**config.mk**
```make
export PLATFORM = sky130hd
export DESIGN_NAME = swo_manch_tx
export DESIGN_NICKNAME = d
export VERILOG_FILES = /design/src/rtl/swo_pkg.sv /design/src/rtl/swo_halfbit_timer.sv /design/src/rtl/swo_manch_tx.sv
export SDC_FILE = /design/constraint.sdc
export NUM_CORES = 1
export LEC_CHECK = 0
export ABC_AREA = 1
export CAP_MARGIN = 25
export CELL_PAD_IN_SITES_DETAIL_PLACEMENT = 0
export CELL_PAD_IN_SITES_GLOBAL_PLACEMENT = 1
export CORE_MARGIN = 10
export CORE_UTILIZATION = 43
export DETAILED_ROUTE_END_ITERATION = 10
export PLACE_DENSITY_LB_ADDON = 0.1
export SLEW_MARGIN = 30
export SYNTH_ARGS = -nofsm -noshare
export SYNTH_HDL_FRONTEND = slang
export SYNTH_SLANG_ARGS = --single-unit
export TNS_END_PERCENT = 50
```
**constraint.sdc**
```tcl
create_clock -name clk -period 2.66 [get_ports clk]
set_input_delay 0.399 -clock clk [delete_from_list [all_inputs] [get_ports clk]]
set_output_delay 0.399 -clock clk [all_outputs]
set_load 0.005 [all_outputs]
```
**src/rtl/swo_pkg.sv**
```systemverilog
// Shared definitions for the SWO Manchester transmitter and its receive-side peers.
// Holds the state encoding, parameter defaults, the half-bit width and the H floor helper.
package swo_pkg;

  localparam int HALFBIT_W       = 16;
  localparam int GUARD_BITS_DEF  = 2;
  localparam int MIN_HALFBIT_DEF = 1;

  typedef enum logic [2:0] {
    S_IDLE    = 3'd0,
    S_START_A = 3'd1,
    S_START_B = 3'd2,
    S_BIT_A   = 3'd3,
    S_BIT_B   = 3'd4,
    S_GUARD   = 3'd5
  } swo_state_e;

  function automatic logic [HALFBIT_W-1:0] clamp_halfbit(
    input logic [HALFBIT_W-1:0] len,
    input logic [HALFBIT_W-1:0] floor_len
  );
    return (len < floor_len) ? floor_len : len;
  endfunction

endpackage

```
**src/rtl/swo_halfbit_timer.sv**
```systemverilog
// Half-bit timer: counts 0..h-1 and pulses 'last' on the final cycle of each half-bit.
// Held at zero while clr is high so the first half-bit after a start is full length.
module swo_halfbit_timer
  import swo_pkg::*;
(
  input  logic                 clk,
  input  logic                 rst,
  input  logic                 clr,
  input  logic [HALFBIT_W-1:0] h,
  output logic                 last
);

  logic [HALFBIT_W-1:0] cnt;

  assign last = !clr && (cnt == (h - HALFBIT_W'(1)));

  always_ff @(posedge clk or posedge rst) begin
    if (rst)
      cnt <= '0;
    else if (clr || last)
      cnt <= '0;
    else
      cnt <= cnt + HALFBIT_W'(1);
  end

endmodule

```
**src/rtl/swo_manch_tx.sv**
```systemverilog
// SWO Manchester transmitter: start bit, back-to-back LSB-first bytes, then a low guard.
// Half-bit length is latched on the IDLE transfer and held until the packet returns to IDLE.
module swo_manch_tx
  import swo_pkg::*;
#(
  parameter int GUARD_BITS  = GUARD_BITS_DEF,
  parameter int MIN_HALFBIT = MIN_HALFBIT_DEF
) (
  input  logic                 clk,
  input  logic                 rst,
  input  logic [HALFBIT_W-1:0] halfBitLen,
  input  logic [7:0]           dataIn,
  input  logic                 dataValid,
  output logic                 dataReady,
  output logic                 SWOout,
  output logic                 busy
);

  localparam int GUARD_MAX = GUARD_BITS * 2 * 65535;
  localparam int GUARD_W   = (GUARD_MAX > 1) ? $clog2(GUARD_MAX + 1) : 1;
  localparam int MIN_H_I   = (MIN_HALFBIT < 1) ? 1 : MIN_HALFBIT;
  localparam logic [HALFBIT_W-1:0] MIN_H     = HALFBIT_W'(MIN_H_I);
  localparam logic [GUARD_W-1:0]   GUARD_MUL = GUARD_W'(GUARD_BITS * 2);

  swo_state_e           state, state_nxt;
  logic [HALFBIT_W-1:0] h_q, h_nxt;
  logic [7:0]           data_q, data_nxt;
  logic [2:0]           idx_q, idx_nxt, idx_inc;
  logic [GUARD_W-1:0]   gcnt_q, gcnt_nxt, guard_len;
  logic                 swo_nxt, hb_last, xfer, timer_clr, guard_done;

  assign timer_clr  = (state == S_IDLE) || (state == S_GUARD);
  assign guard_len  = GUARD_MUL * GUARD_W'(h_q);
  assign guard_done = (gcnt_q == (guard_len - GUARD_W'(1)));
  assign idx_inc    = idx_q + 3'd1;

  // Ready only where a byte can be consumed: IDLE or the very last cycle of bit 7.
  assign dataReady = !rst && ((state == S_IDLE) ||
                              ((state == S_BIT_B) && (idx_q == 3'd7) && hb_last));
  assign xfer      = dataValid && dataReady;
  assign busy      = (state != S_IDLE);

  swo_halfbit_timer u_timer (
    .clk  (clk),
    .rst  (rst),
    .clr  (timer_clr),
    .h    (h_q),
    .last (hb_last)
  );

  // IDLE wait | START_A/B start bit halves | BIT_A/B data halves | GUARD trailing low
  always_comb begin
    state_nxt = state;
    h_nxt     = h_q;
    data_nxt  = data_q;
    idx_nxt   = idx_q;
    gcnt_nxt  = gcnt_q;
    swo_nxt   = SWOout;
    case (state)
      S_IDLE: if (xfer) begin
        state_nxt = S_START_A;
        h_nxt     = clamp_halfbit(halfBitLen, MIN_H);
        data_nxt  = dataIn;
        idx_nxt   = 3'd0;
        swo_nxt   = 1'b1;
      end
      S_START_A: if (hb_last) begin
        state_nxt = S_START_B;
        swo_nxt   = 1'b0;
      end
      S_START_B: if (hb_last) begin
        state_nxt = S_BIT_A;
        idx_nxt   = 3'd0;
        swo_nxt   = data_q[0];
      end
      S_BIT_A: if (hb_last) begin
        state_nxt = S_BIT_B;
        swo_nxt   = ~data_q[idx_q];
      end
      S_BIT_B: if (hb_last) begin
        if (idx_q != 3'd7) begin
          state_nxt = S_BIT_A;
          idx_nxt   = idx_inc;
          swo_nxt   = data_q[idx_inc];
        end else if (xfer) begin
          state_nxt = S_BIT_A;
          idx_nxt   = 3'd0;
          data_nxt  = dataIn;
          swo_nxt   = dataIn[0];
        end else begin
          state_nxt = (GUARD_BITS == 0) ? S_IDLE : S_GUARD;
          gcnt_nxt  = '0;
          swo_nxt   = 1'b0;
        end
      end
      S_GUARD: begin
        swo_nxt = 1'b0;
        if (guard_done) begin
          state_nxt = S_IDLE;
          gcnt_nxt  = '0;
        end else begin
          gcnt_nxt = gcnt_q + GUARD_W'(1);
        end
      end
      default: begin
        state_nxt = S_IDLE;
        swo_nxt   = 1'b0;
      end
    endcase
  end

  always_ff @(posedge clk or posedge rst) begin
    if (rst) begin
      state  <= S_IDLE;
      h_q    <= '0;
      data_q <= '0;
      idx_q  <= '0;
      gcnt_q <= '0;
      SWOout <= 1'b0;
    end else begin
      state  <= state_nxt;
      h_q    <= h_nxt;
      data_q <= data_nxt;
      idx_q  <= idx_nxt;
      gcnt_q <= gcnt_nxt;
      SWOout <= swo_nxt;
    end
  end

endmodule

```
-- Word level (Yosys, flattened, before mapping)
Index checks and enable logic that the tools add are counted.
- bitwise gates (word level): 1
- equality and inequality tests: 17
- add/sub/neg operators: 5
- magnitude comparators: 3
- reductions and logical operators: 21
- multiplexer cells: 37
- operators by type and width (cell ; count):
    2-to-1 mux 18 bit ; 4
    2-to-1 mux 3 bit ; 12
    case mux 18 bit (2 select lines) ; 1
    2-to-1 mux 16 bit ; 2
    2-to-1 mux 8 bit ; 3
    adder 18 x 1 -> 18 bit, second input constant ; 1
    equality test 18 bit ; 1
    case mux 3 bit (6 select lines) ; 1
    subtractor 18 x 1 -> 18 bit, second input constant ; 1
    adder 16 x 1 -> 16 bit, second input constant ; 1
    equality test 16 bit ; 1
    < comparator 16 x 1 -> 1 bit, second input constant ; 1
    inequality test 2 bit, second input constant ; 8
    case mux 8 bit (2 select lines) ; 1
    subtractor 16 x 1 -> 16 bit, second input constant ; 1
    equality test 3 bit, second input constant ; 3
    2-to-1 mux 1 bit ; 9
    case mux 3 bit (3 select lines) ; 1
    < comparator 3 x 4 -> 1 bit, second input constant ; 2
    binary-select mux 1 bit (select 3 bit) ; 2
    equality test 3 x 2 -> 1 bit, second input constant ; 2
    AND reduction 3 bit ; 2
    AND reduction 6 bit ; 1
    nonzero test 3 bit ; 2
    13 further kinds ; 21
- flip-flop bits (word level): 65
- logic and storage cells: 91
- output and inout bits: 3
- input port bits: 27

-- Depth between registers and ports, before layout
Gate-level depths: netlist of the first run.
- depth after elaboration: 12
- gate-level depth with buffers: 21
- depth with buffers taken out: 20

-- Hierarchy
From an unflattened synthesis of the first run, not the netlist that was laid out.
- cell total of the unflattened synthesis: 731
- area total of the unflattened synthesis: 4954.8 sq um
- modules (own cells, without submodules) (module ; seq. area each (sq um) ; times used ; area each (sq um) ; cells an instance):
    swo_manch_tx ; 1226.2 ; 1 ; 3478.3 ; 508
    swo_halfbit_timer ; 400.4 ; 1 ; 1476.4 ; 223

-- Least setup slack after synthesis of the first run
OpenSTA, ideal clock, no wires.
- path kind: input -> register
- from: input port rst
- to: register h_q[1]
- path slack: -232 ps
- setup time: 125 ps
- data required time: 2535 ps
- buffers on the path: 1
- stages: 4
- arrival: 2767 ps
- cells stage by stage: inv_1 -> nand3_1 -> clkbuf_1 -> mux2_2
- cells in the longest elaborated chain, start to end: 4
- ends and longest elaborated chain (element ; RTL line ; source):
    from (decl) ; swo_manch_tx.sv:10 ; input logic rst,
    zero test 1 bit (no line) ; -- ;
    logical AND 1 bit ; swo_manch_tx.sv:38 ; assign dataReady = !rst && ((state == S_IDLE) ||
    logical AND 1 bit ; swo_manch_tx.sv:40 ; assign xfer = dataValid && dataReady;
    AND reduction 2 bit (no line) ; -- ;
    to (signal assigned) ; swo_manch_tx.sv:122 ; h_q <= h_nxt;
    to (decl) ; swo_manch_tx.sv:26 ; logic [HALFBIT_W-1:0] h_q, h_nxt;
No other way between the ends.
A chain may end at the register's enable or synchronous reset.

-- Worst setup path after layout of the first run
- from: register h_q[1]
- to: output port dataReady
- cells in the longest elaborated chain, start to end: 6
- ends and longest elaborated chain (element ; RTL line ; source):
    subtractor 16 x 1 -> 16 bit ; swo_halfbit_timer.sv:15 ; assign last = !clr && (cnt == (h - HALFBIT_W'(1)));
    equality test 16 bit ; swo_halfbit_timer.sv:15 ;
    logical AND 1 bit ; swo_halfbit_timer.sv:15 ;
    logical AND 1 bit ; swo_manch_tx.sv:39 ; ((state == S_BIT_B) && (idx_q == 3'd7) && hb_last));
    logical OR 1 bit ; swo_manch_tx.sv:38 ;
    logical AND 1 bit ; swo_manch_tx.sv:38 ;
    to (decl) ; swo_manch_tx.sv:14 ; output logic dataReady,
No other way between the ends.

==> flow_summary.json, run 1 <==
{
  "violations": "setup timing",
  "run_status": "finished with violations",
  "die_w_um": 125,
  "avgRoutedWirePerCell_um": 14.39,
  "clockBufferDepth": 2,
  "crit_fanout": 4,
  "clock_latency_ns": 0.37,
  "worst_setup_path_end_kind": "output pin",
  "die_h_um": 125,
  "max_cap_violations": 0,
  "timing.setup.tns_ns": -0.06462,
  "cts_buffers": 9,
  "antenna_found_initial": 0,
  "maxSlewHeadroom": 0.4223,
  "drive_gt1_frac": 0.2685,
  "area_delta_synth_final_pct": 34.13,
  "cellPowerDensity_mw_per_mm2": 285.0,
  "dp_hpwl_mm": 10.56,
  "syn_nets": 742,
  "power_mw": 1.812,
  "yosysSeqAreaShare": 0.3431,
  "clk_pin_slew_worst_paths_ns": 0.07,
  "ys_async_sr_fraction": 1.000,
  "clock_sinks": 65,
  "worst_slew_pin_slew_ns": 0.8665,
  "grt_overflow": 0,
  "regToRegSetupSlack_ns": 0.14,
  "viasPerCell": 5.100,
  "p_leak_nw": 3.267,
  "dieArea_mm2": 0.01563,
  "fin_nets": 866,
  "comb_power_share": 0.039,
  "routabilityCongestion": 0.8944,
  "nFillCells": 1035,
  "synth_area_per_cell_um2": 6.677,
  "ys_types": 37,
  "mostFrequentLayoutCells": "nand2_1, inv_1, buf_4",
  "min_path_type": "register to register",
  "drt_wl_total_mm": 14.07,
  "rr_worst_depth": 18,
  "rr_endpoint": "u_timer.cnt[3]$_DFF_PP0_",
  "grt_max_degree": 66,
  "rsz0062_at_grt": "yes",
  "clkPwrFrac": 0.416,
  "syn_area_mm2": 0.004741,
  "p_seq_frac": 0.545,
  "antenna_cells": 0,
  "hold_viol_final": 0,
  "grt_pass1_vias": 4944,
  "cp.arrival_ns": 2.33,
  "final_util": 0.5866,
  "clock.fmax_mhz": 367.0,
  "dp_slack_ns": -0.2305,
  "core_mm2": 0.01084,
  "drc_errors": 0,
  "crit_required_ns": 2.26,
  "finalCritPeriodShare": 1.024,
  "ys_seq_elements": 65,
  "synthCells": 710,
  "p_switching_mw": 0.4320,
  "ys_warn_count": 0,
  "grt_pass1_wl_mm": 23.69,
  "vias": 4988,
  "cts_root_buf": "clkbuf_8",
  "drtIter0Drc": 287,
  "cts-htree-levels": 3,
  "layout.cells.most_common": "nand2_1",
  "cts_tree": "built",
  "critical_path_class": "register to output pin",
  "p_sw_frac": 0.2384,
  "critPathLaunchType": "register",
  "period_minus_slack_ns": 2.725,
  "firstDrtPassIters": 5,
  "cts_hold_buf": 0,
  "intPower_mw": 1.380,
  "ir_drop_uv": 328.4,
  "crit_path_end": "dataReady",
  "slew_violations": 0,
  "pin_count": 30,
  "finalSetupViolations": 1,
  "reg2reg_from": "h_q[1]$_DFFE_PP0P_",
  "yosys_most_used_dff": "dfrtp_1",
  "synth-edff-count": 0,
  "startpoint": "h_q[1]$_DFFE_PP0P_",
  "skew_ns": 0.01197,
  "postLayoutSetupSlackWorst_ns": -0.06462,
  "place_area_mm2": 0.005813,
  "io_buffers": 29,
  "grtUsageTotal": 0.1822,
  "row_count": 38,
  "start_util": 0.4373,
  "ant_nets": 0,
  "final_area_mm2": 0.006359
}
synth_stat cells, drive strengths merged (3+ instances only):
| cell type | instances | area share |
|---|---|---|
| a21oi | 21 | 0.022 |
| inv | 96 | 0.076 |
| o21ai | 22 | 0.026 |
| mux2 | 9 | 0.021 |
| nor4 | 11 | 0.015 |
| nand2 | 245 | 0.21 |
| nand3b | 10 | 0.016 |
| nor3 | 11 | 0.012 |
| buf | 5 | 0.0063 |
| nand4 | 17 | 0.022 |
| dfrtp | 65 | 0.34 |
| nor2 | 86 | 0.081 |
| clkbuf | 6 | 0.0048 |
| xor2 | 14 | 0.026 |
| xnor2 | 3 | 0.0055 |
| nor3b | 7 | 0.011 |
| ha | 5 | 0.013 |
| nand3 | 68 | 0.078 |
logic make-up (layout without fill, tap and decap cells):
logic type | Yosys count | after routing | share of synthesized area
muxes | 9 | 9 | 0.02138
DFF | 65 | 65 | 0.3431
AOI/OAI and AO/OA | 50 | 50 | 0.06018
and+or+nand+nor | 457 | 458 | 0.4437
buffers and inverters | 107 | 234 | 0.08709
xor gates and xnor gates | 17 | 17 | 0.03141
adders and majority gates | 5 | 5 | 0.01320
stage by stage:
stage,instances,hold WS (ns)
floorplan,710,0.4718
global placement,948,0.4649
detailed placement,948,0.4826
CTS,974,0.4982
global route,978,0.5395
finish,978,0.4895
worst min path at each step:
| stage | from | endpoint | slack (ns) | depth (start not counted) |
|---|---|---|---|---|
| final | SWOout$_DFFE_PP0P_ | SWOout$_DFFE_PP0P_ | 0.49 | 2 |
| after CTS | SWOout$_DFFE_PP0P_ | SWOout$_DFFE_PP0P_ | 0.50 | 2 |
| after global routing | SWOout$_DFFE_PP0P_ | SWOout$_DFFE_PP0P_ | 0.54 | 2 |
| after detailed placement | SWOout$_DFFE_PP0P_ | SWOout$_DFFE_PP0P_ | 0.48 | 2 |
| after floorplan | SWOout$_DFFE_PP0P_ | SWOout$_DFFE_PP0P_ | 0.47 | 2 |
| after global placement | SWOout$_DFFE_PP0P_ | SWOout$_DFFE_PP0P_ | 0.46 | 2 |
area by class of cell:
type / instances / area (µm²) / share of cell area
Sequential cell: 65 / 1629 / 0.2562
Clock inverter: 3 / 17.52 / 0.002755
Inverter: 96 / 364.1 / 0.05726
Multi-Input combinational cell: 539 / 2968 / 0.4667
Timing Repair Buffer: 123 / 1060 / 0.1667
Tap cell: 140 / 175.2 / 0.02755
Clock buffer: 12 / 145.1 / 0.02283
timing repair:
item                       CTS  global route
setup endpoints to repair   20            27
cloned                       1             0
buffers inserted            10             5
pin swaps                   31            29
resized for setup           50            35
power by group through the flow:
stage / Sequential (mW) / Combinational [mW] / Clock [mW]
after floorplan: 1.01 / 0.0187 / 0
after global placement: 1.01 / 0.0706 / 0
after detailed placement: 1.01 / 0.0715 / 0
after CTS: 0.988 / 0.0721 / 0.781
after global routing: 0.987 / 0.0777 / 0.819
final: 0.988 / 0.0700 / 0.754
state kept, by name (all words and copies together), names as in the netlist:
signal	flops
gcnt_q	18
h_q	16
u_timer.cnt	16
data_q	8
idx_q	3
state	3
SWOout	1
worst max-delay path, cell delays in order, from the launching register on:
cell and delay [ns]:
dfrtp_1 0.40, buf_6 0.13, nor2_4 0.21, buf_6 0.13
buf_6 0.09, nand3_2 0.07, nand3_2 0.10, nand3_2 0.08
nor2_2 0.12, nand2_1 0.08, nor2_2 0.10, nand3_2 0.09
nand2_2 0.08, inv_2 0.05, nor2_2 0.09, buf_2 0.12
routing by layer:
layer,up-vias,global-route usage,wire length [µm]
met5,-,0,0
met3,26,0.04267,566
met2,103,0.3116,6711
met4,0,0.06301,274
li1,2525,-,-
met1,2334,0.2192,6516
Note: power is estimated with default switching activity, not from simulation.
==> run 2, diff against run 1 <==
--- a/config.mk
+++ b/config.mk
@@ -10,8 +10,9 @@
 export CELL_PAD_IN_SITES_DETAIL_PLACEMENT = 0
 export CELL_PAD_IN_SITES_GLOBAL_PLACEMENT = 1
 export CORE_MARGIN = 10
-export CORE_UTILIZATION = 43
+export CORE_UTILIZATION = 45
 export DETAILED_ROUTE_END_ITERATION = 10
+export DONT_BUFFER_PORTS = 1
 export PLACE_DENSITY_LB_ADDON = 0.1
 export SLEW_MARGIN = 30
 export SYNTH_ARGS = -nofsm -noshare
==> run 2 against run 1 <==
- the flow now finishes without violations
- via count fell by 9.4%
- final cell count fell by 10%
- non-clock buffer count is 95 lower
- power grew 1.3%
- clock skew is 0.0044 ns lower
- die area fell by 3.7%
- critical path depth fell by 1
- utilization decreased by 5.9 points
- wire length down 7.1%
- register-to-register slack gained 0.09 ns
- critical endpoint unchanged
==> flow_summary.json, run 2 (synthesis gave the netlist of run 1 again) <==
{
  "routabilityCongestion": 0.9001,
  "top_regs": "gcnt_q: 18 flops, h_q: 16 flops, u_timer.cnt: 16 flops",
  "cts_buffers": 9,
  "grt_pass1_wl_mm": 22.02,
  "antenna_found_initial": 0,
  "cts_hold_buf": 0,
  "pin_count": 30,
  "die_w_um": 122.6,
  "fin_nets": 771,
  "largest_reg_flops": 18,
  "crit_path_end": "dataReady",
  "worst_setup_path_end_kind": "output pin",
  "slew_violations": 0,
  "worst_slew_pin_slew_ns": 0.8622,
  "period_minus_slack_ns": 2.609,
  "clock_latency_ns": 0.35,
  "place_area_mm2": 0.005022,
  "io_buffers": 0,
  "holdPathStages": 2,
  "clock.fmax_mhz": 383.3,
  "maxSlewHeadroom": 0.4252,
  "final_area_mm2": 0.005420,
  "regToRegSetupSlack_ns": 0.23,
  "critical_path_class": "register to output pin",
  "cp.arrival_ns": 2.21,
  "startpoint": "h_q[1]$_DFFE_PP0P_",
  "core_mm2": 0.01028,
  "avgRoutedWirePerCell_um": 14.87,
  "clock_sinks": 65,
  "hold_viol_final": 0,
  "layout.cells.most_common": "nand2_1",
  "min_path_type": "input port to register",
  "drive_gt1_frac": 0.1602,
  "antenna_cells": 0,
  "mostFrequentLayoutCells": "nand2_1, inv_1, nor2_1",
  "drtIter0Drc": 290,
  "clockBufferDepth": 2,
  "crit_top_cell": "nand2_2",
  "crit_fanout": 5,
  "dp_hpwl_mm": 9.935,
  "cts-htree-levels": 3,
  "area_delta_synth_final_pct": 14.33,
  "top_register": "gcnt_q",
  "grtUsageTotal": 0.1830,
  "run_status": "finished, final reports clean",
  "cts_tree": "built",
  "cts_root_buf": "clkbuf_8",
  "crit_required_ns": 2.26,
  "grt_overflow": 0,
  "p_leak_nw": 2.806,
  "ant_nets": 0,
  "finalCritPeriodShare": 0.9807,
  "drt_wl_total_mm": 13.07,
  "finalSetupViolations": 0,
  "cp_slowest_cell": "dfrtp_1",
  "cellPowerDensity_mw_per_mm2": 338.6,
  "row_count": 37,
  "clk_pin_slew_worst_paths_ns": 0.07,
  "rr_worst_depth": 17,
  "critPathLaunchType": "register",
  "drc_errors": 0,
  "rr_endpoint": "gcnt_q[0]$_DFFE_PP0P_",
  "cpPeakStageDelay_ns": 0.39,
  "vias": 4519,
  "start_util": 0.4613,
  "dieArea_mm2": 0.01504,
  "rsz0062_at_grt": "yes",
  "grt_pass1_vias": 4482,
  "skew_ns": 0.007608,
  "die_h_um": 122.6,
  "max_cap_violations": 0,
  "nFillCells": 1086,
  "viasPerCell": 5.141,
  "power_mw": 1.835,
  "firstDrtPassIters": 5,
  "ir_drop_uv": 238.8,
  "crit_chain": "buf_4 -> nor2_4 -> nand2_4 -> nor2_8 -> nand2_2 -> nand3_2 -> nand2_2 -> nor2_1 -> nand2_1 -> nor2_2 -> nand3_2 -> nand2_2 -> inv_2 -> nor2_4",
  "reg2reg_from": "h_q[1]$_DFFE_PP0P_",
  "grt_max_degree": 66
}
[run 2: cell type report]
class,instances,area [µm²],area share
Clock buffer,11,131.4,0.02424
Clock inverter,4,45.04,0.008310
Inverter,96,364.1,0.06717
Multi-Input combinational cell,539,2835,0.5231
Sequential cell,65,1632,0.3010
Tap cell,136,170.2,0.03139
Timing Repair Buffer,28,242.7,0.04478
[run 2: metal layers]
metal  vias to the layer above  track usage  share of wire
met3                        15      0.02479          0.033
met1                      2088       0.2349           0.47
met2                        84       0.3065           0.48
li1                       2332            -              -
met4                         0      0.06922          0.016
met5                         -            0              0
[run 2: timing repair]
item,4_1_cts,5_1_grt
pin swaps,2,6
gates cloned,1,0
buffers inserted,3,6
resized for setup,11,24
setup endpoints to repair,22,28
hold endpoints to repair,0,0
[run 2: where the power goes]
part | leakage [nW] | switching (mW) | internal (mW)
registers | 0.741 | 0 | 0.988
logic | 1.97 | 0.0223 | 0.00379
clock network | 0.0929 | 0.398 | 0.424
[run 2: how the worst min path moves through the flow]
stage	from	to	slack, ns
floorplan	SWOout$_DFFE_PP0P_	SWOout$_DFFE_PP0P_	0.47
global placement	data_q[5]$_DFFE_PP0P_	data_q[5]$_DFFE_PP0P_	0.50
detailed placement	data_q[5]$_DFFE_PP0P_	data_q[5]$_DFFE_PP0P_	0.50
CTS	dataIn[5]	data_q[5]$_DFFE_PP0P_	0.17
global route	halfBitLen[1]	h_q[1]$_DFFE_PP0P_	0.18
finish	dataIn[5]	data_q[5]$_DFFE_PP0P_	0.18
[run 2: through the flow]
stage	hold slack (ns)	worst slack, ns	cells	utilization	TNS, ns
floorplan	0.4718	0.05550	710	-	0
global placement	0.4968	0.01365	854	0.4887	0
detailed placement	0.5035	-0.09209	854	0.4887	-1.081
CTS	0.1659	0.002446	873	0.5129	0
global route	0.1763	-0.1303	879	0.5274	-0.1587
finish	0.1847	0.05134	879	0.5274	0
[run 2: critical path, delay by kind of cell, from the launching register on]
kind                   cells  cell delay (ns)
buffers and inverters      2             0.21
AND/OR/NAND/NOR           12             1.25
flip-flops                 1             0.39
==> run 3, diff against run 2 <==
--- a/config.mk
+++ b/config.mk
@@ -14,6 +14,7 @@
 export DETAILED_ROUTE_END_ITERATION = 10
 export DONT_BUFFER_PORTS = 1
 export PLACE_DENSITY_LB_ADDON = 0.1
+export SKIP_CTS_REPAIR_TIMING = 1
 export SLEW_MARGIN = 30
 export SYNTH_ARGS = -nofsm -noshare
 export SYNTH_HDL_FRONTEND = slang
==> run 3 against run 2 <==
- the run now ends with setup timing left
- final cell count is 0.11% lower
- design area is 0.58% higher
- utilization is 0.30 points higher
- power is 0.15% higher
- clock power hardly changed
- register-to-register slack worse by 0.23 ns
- first-iteration DRC count is 1.0% lower
- clock-buffer cell count stayed put
- die area stayed put
- global-route usage is 0.18 points lower
- critical path type unchanged
==> flow_summary.json, run 3 (synthesis gave the netlist of run 1 again) <==
{
  "largest_reg_flops": 18,
  "drt_wl_total_mm": 13.19,
  "core_mm2": 0.01028,
  "drtIter0Drc": 287,
  "clock.fmax_mhz": 372.1,
  "nFillCells": 1081,
  "grt_pass1_vias": 4422,
  "cpPeakStageDelay_ns": 0.43,
  "run_status": "finished with violations",
  "routabilityCongestion": 0.9001,
  "fin_hold_ws_ns": 0.1788,
  "period_minus_slack_ns": 2.688,
  "crit_fanout": 4,
  "min_path_type": "input port to register",
  "clock_sinks": 65,
  "final_util": 0.5304,
  "vias": 4571,
  "crit_required_ns": 2.26,
  "worst_setup_path_end_kind": "output pin",
  "drc_errors": 0,
  "dp_slack_ns": -0.09209,
  "worst_slew_pin_slew_ns": 0.8556,
  "drive_gt1_frac": 0.1671,
  "io_buffers": 0,
  "viasPerCell": 5.206,
  "reg2reg_from": "h_q[1]$_DFFE_PP0P_",
  "top_register": "gcnt_q",
  "die_h_um": 122.6,
  "mostFrequentLayoutCells": "nand2_1, inv_1, nor2_1",
  "clock_latency_ns": 0.35,
  "critPathLaunchType": "register",
  "violations": "setup timing",
  "die_w_um": 122.6,
  "clk_pin_slew_worst_paths_ns": 0.07,
  "regToRegSetupSlack_ns": 0,
  "ant_nets": 0,
  "cellPowerDensity_mw_per_mm2": 337.2,
  "hp-start": "dataIn[5]",
  "firstDrtPassIters": 5,
  "rsz0062_at_grt": "yes",
  "skew_ns": 0.006111,
  "cts-htree-levels": 3,
  "ir_drop_uv": 237.6,
  "dp_hpwl_mm": 9.935,
  "area_delta_synth_final_pct": 14.99,
  "grt_overflow": 0,
  "antenna_found_initial": 0,
  "slew_violations": 0,
  "postLayoutSetupSlackWorst_ns": -0.02771,
  "avgRoutedWirePerCell_um": 15.03,
  "start_util": 0.4613,
  "layout.cells.most_common": "nand2_1",
  "row_count": 37,
  "grtUsageTotal": 0.1812,
  "cp.arrival_ns": 2.29,
  "cts_root_buf": "clkbuf_8",
  "rr_endpoint": "gcnt_q[8]$_DFFE_PP0P_",
  "cts_tree": "built",
  "critical_path_class": "register to output pin",
  "cp_slowest_cell": "dfrtp_1",
  "holdPathStages": 2,
  "top_regs": "gcnt_q: 18 flops, h_q: 16 flops, u_timer.cnt: 16 flops",
  "max_cap_violations": 0,
  "maxSlewHeadroom": 0.4296,
  "hold_viol_final": 0,
  "dieArea_mm2": 0.01504,
  "finalSetupViolations": 2,
  "clockBufferDepth": 2,
  "p_leak_nw": 2.825,
  "fin_nets": 770,
  "crit_chain": "inv_2 -> ha_4 -> inv_2 -> nand2_2 -> nand2_2 -> nand2_1 -> nand2_1 -> nor2_2 -> nand3_2 -> nor2_2 -> nand2_1 -> nor2_1 -> nand3_2 -> nand2_2 -> inv_2 -> nor2_4",
  "grt_max_degree": 66,
  "pin_count": 30,
  "grt_pass1_wl_mm": 21.80,
  "antenna_cells": 0,
  "whs_endpoint": "data_q[5]$_DFFE_PP0P_",
  "rr_worst_depth": 20,
  "finalCritPeriodShare": 1.010,
  "cts_buffers": 9
}
==> run 3: power by group <==
part / internal (mW) / switching, mW
Sequential: 0.988 / 0
Combinational: 0.00379 / 0.0220
Clock: 0.424 / 0.401
==> run 3: routing by layer <==
metal | vias up | share of wire | wire, µm | GRT usage
met3 | 18 | 0.041 | 544 | 0.02479
met2 | 92 | 0.48 | 6336 | 0.3045
li1 | 2336 | - | - | -
met5 | - | 0 | 0 | 0
met4 | 0 | 0.019 | 245 | 0.06627
met1 | 2125 | 0.46 | 6066 | 0.2324
==> run 3: area by class of cell <==
type | instances | area (µm²) | share of cell area
multi-input cells | 539 | 2839 | 0.5208
repair buffers | 27 | 270.3 | 0.04958
flip-flops and latches | 65 | 1632 | 0.2993
clock buffers | 11 | 131.4 | 0.02410
clock inverters | 4 | 45.04 | 0.008263
inverters | 96 | 364.1 | 0.06679
well taps | 136 | 170.2 | 0.03121
==> run 3: worst max-delay path, delay by kind of cell (launching register included) <==
| family | cells | cell delay [ns] |
|---|---|---|
| buffers and inverters | 3 | 0.18 |
| adders and majority gates | 1 | 0.17 |
| and+or+nand+nor | 12 | 1.14 |
| DFF | 1 | 0.43 |
==> run 3: stage by stage <==
step | total power [mW] | setup TNS (ns) | instances | cell area [µm²]
2_1_floorplan | 1.026 | 0 | 710 | 4745
3_3_place_gp | 1.034 | 0 | 854 | 5022
5_1_grt | 1.909 | -3.598 | 878 | 5451
3_5_place_dp | 1.035 | -1.081 | 854 | 5022
6_report | 1.838 | -0.03105 | 878 | 5451
4_1_cts | 1.870 | -1.912 | 869 | 5199
==> run 3: how the worst max path moves through the flow <==
stage                                  start  slack (ns)                      to
after floorplan                          rst        0.06      h_q[1]$_DFFE_PP0P_
after global placement    h_q[1]$_DFFE_PP0P_        0.01  gcnt_q[13]$_DFFE_PP0P_
after detailed placement  h_q[1]$_DFFE_PP0P_       -0.09  gcnt_q[16]$_DFFE_PP0P_
after CTS                 h_q[1]$_DFFE_PP0P_       -0.20               dataReady
after global routing      h_q[1]$_DFFE_PP0P_       -0.19   gcnt_q[8]$_DFFE_PP0P_
final                     h_q[1]$_DFFE_PP0P_       -0.03               dataReady
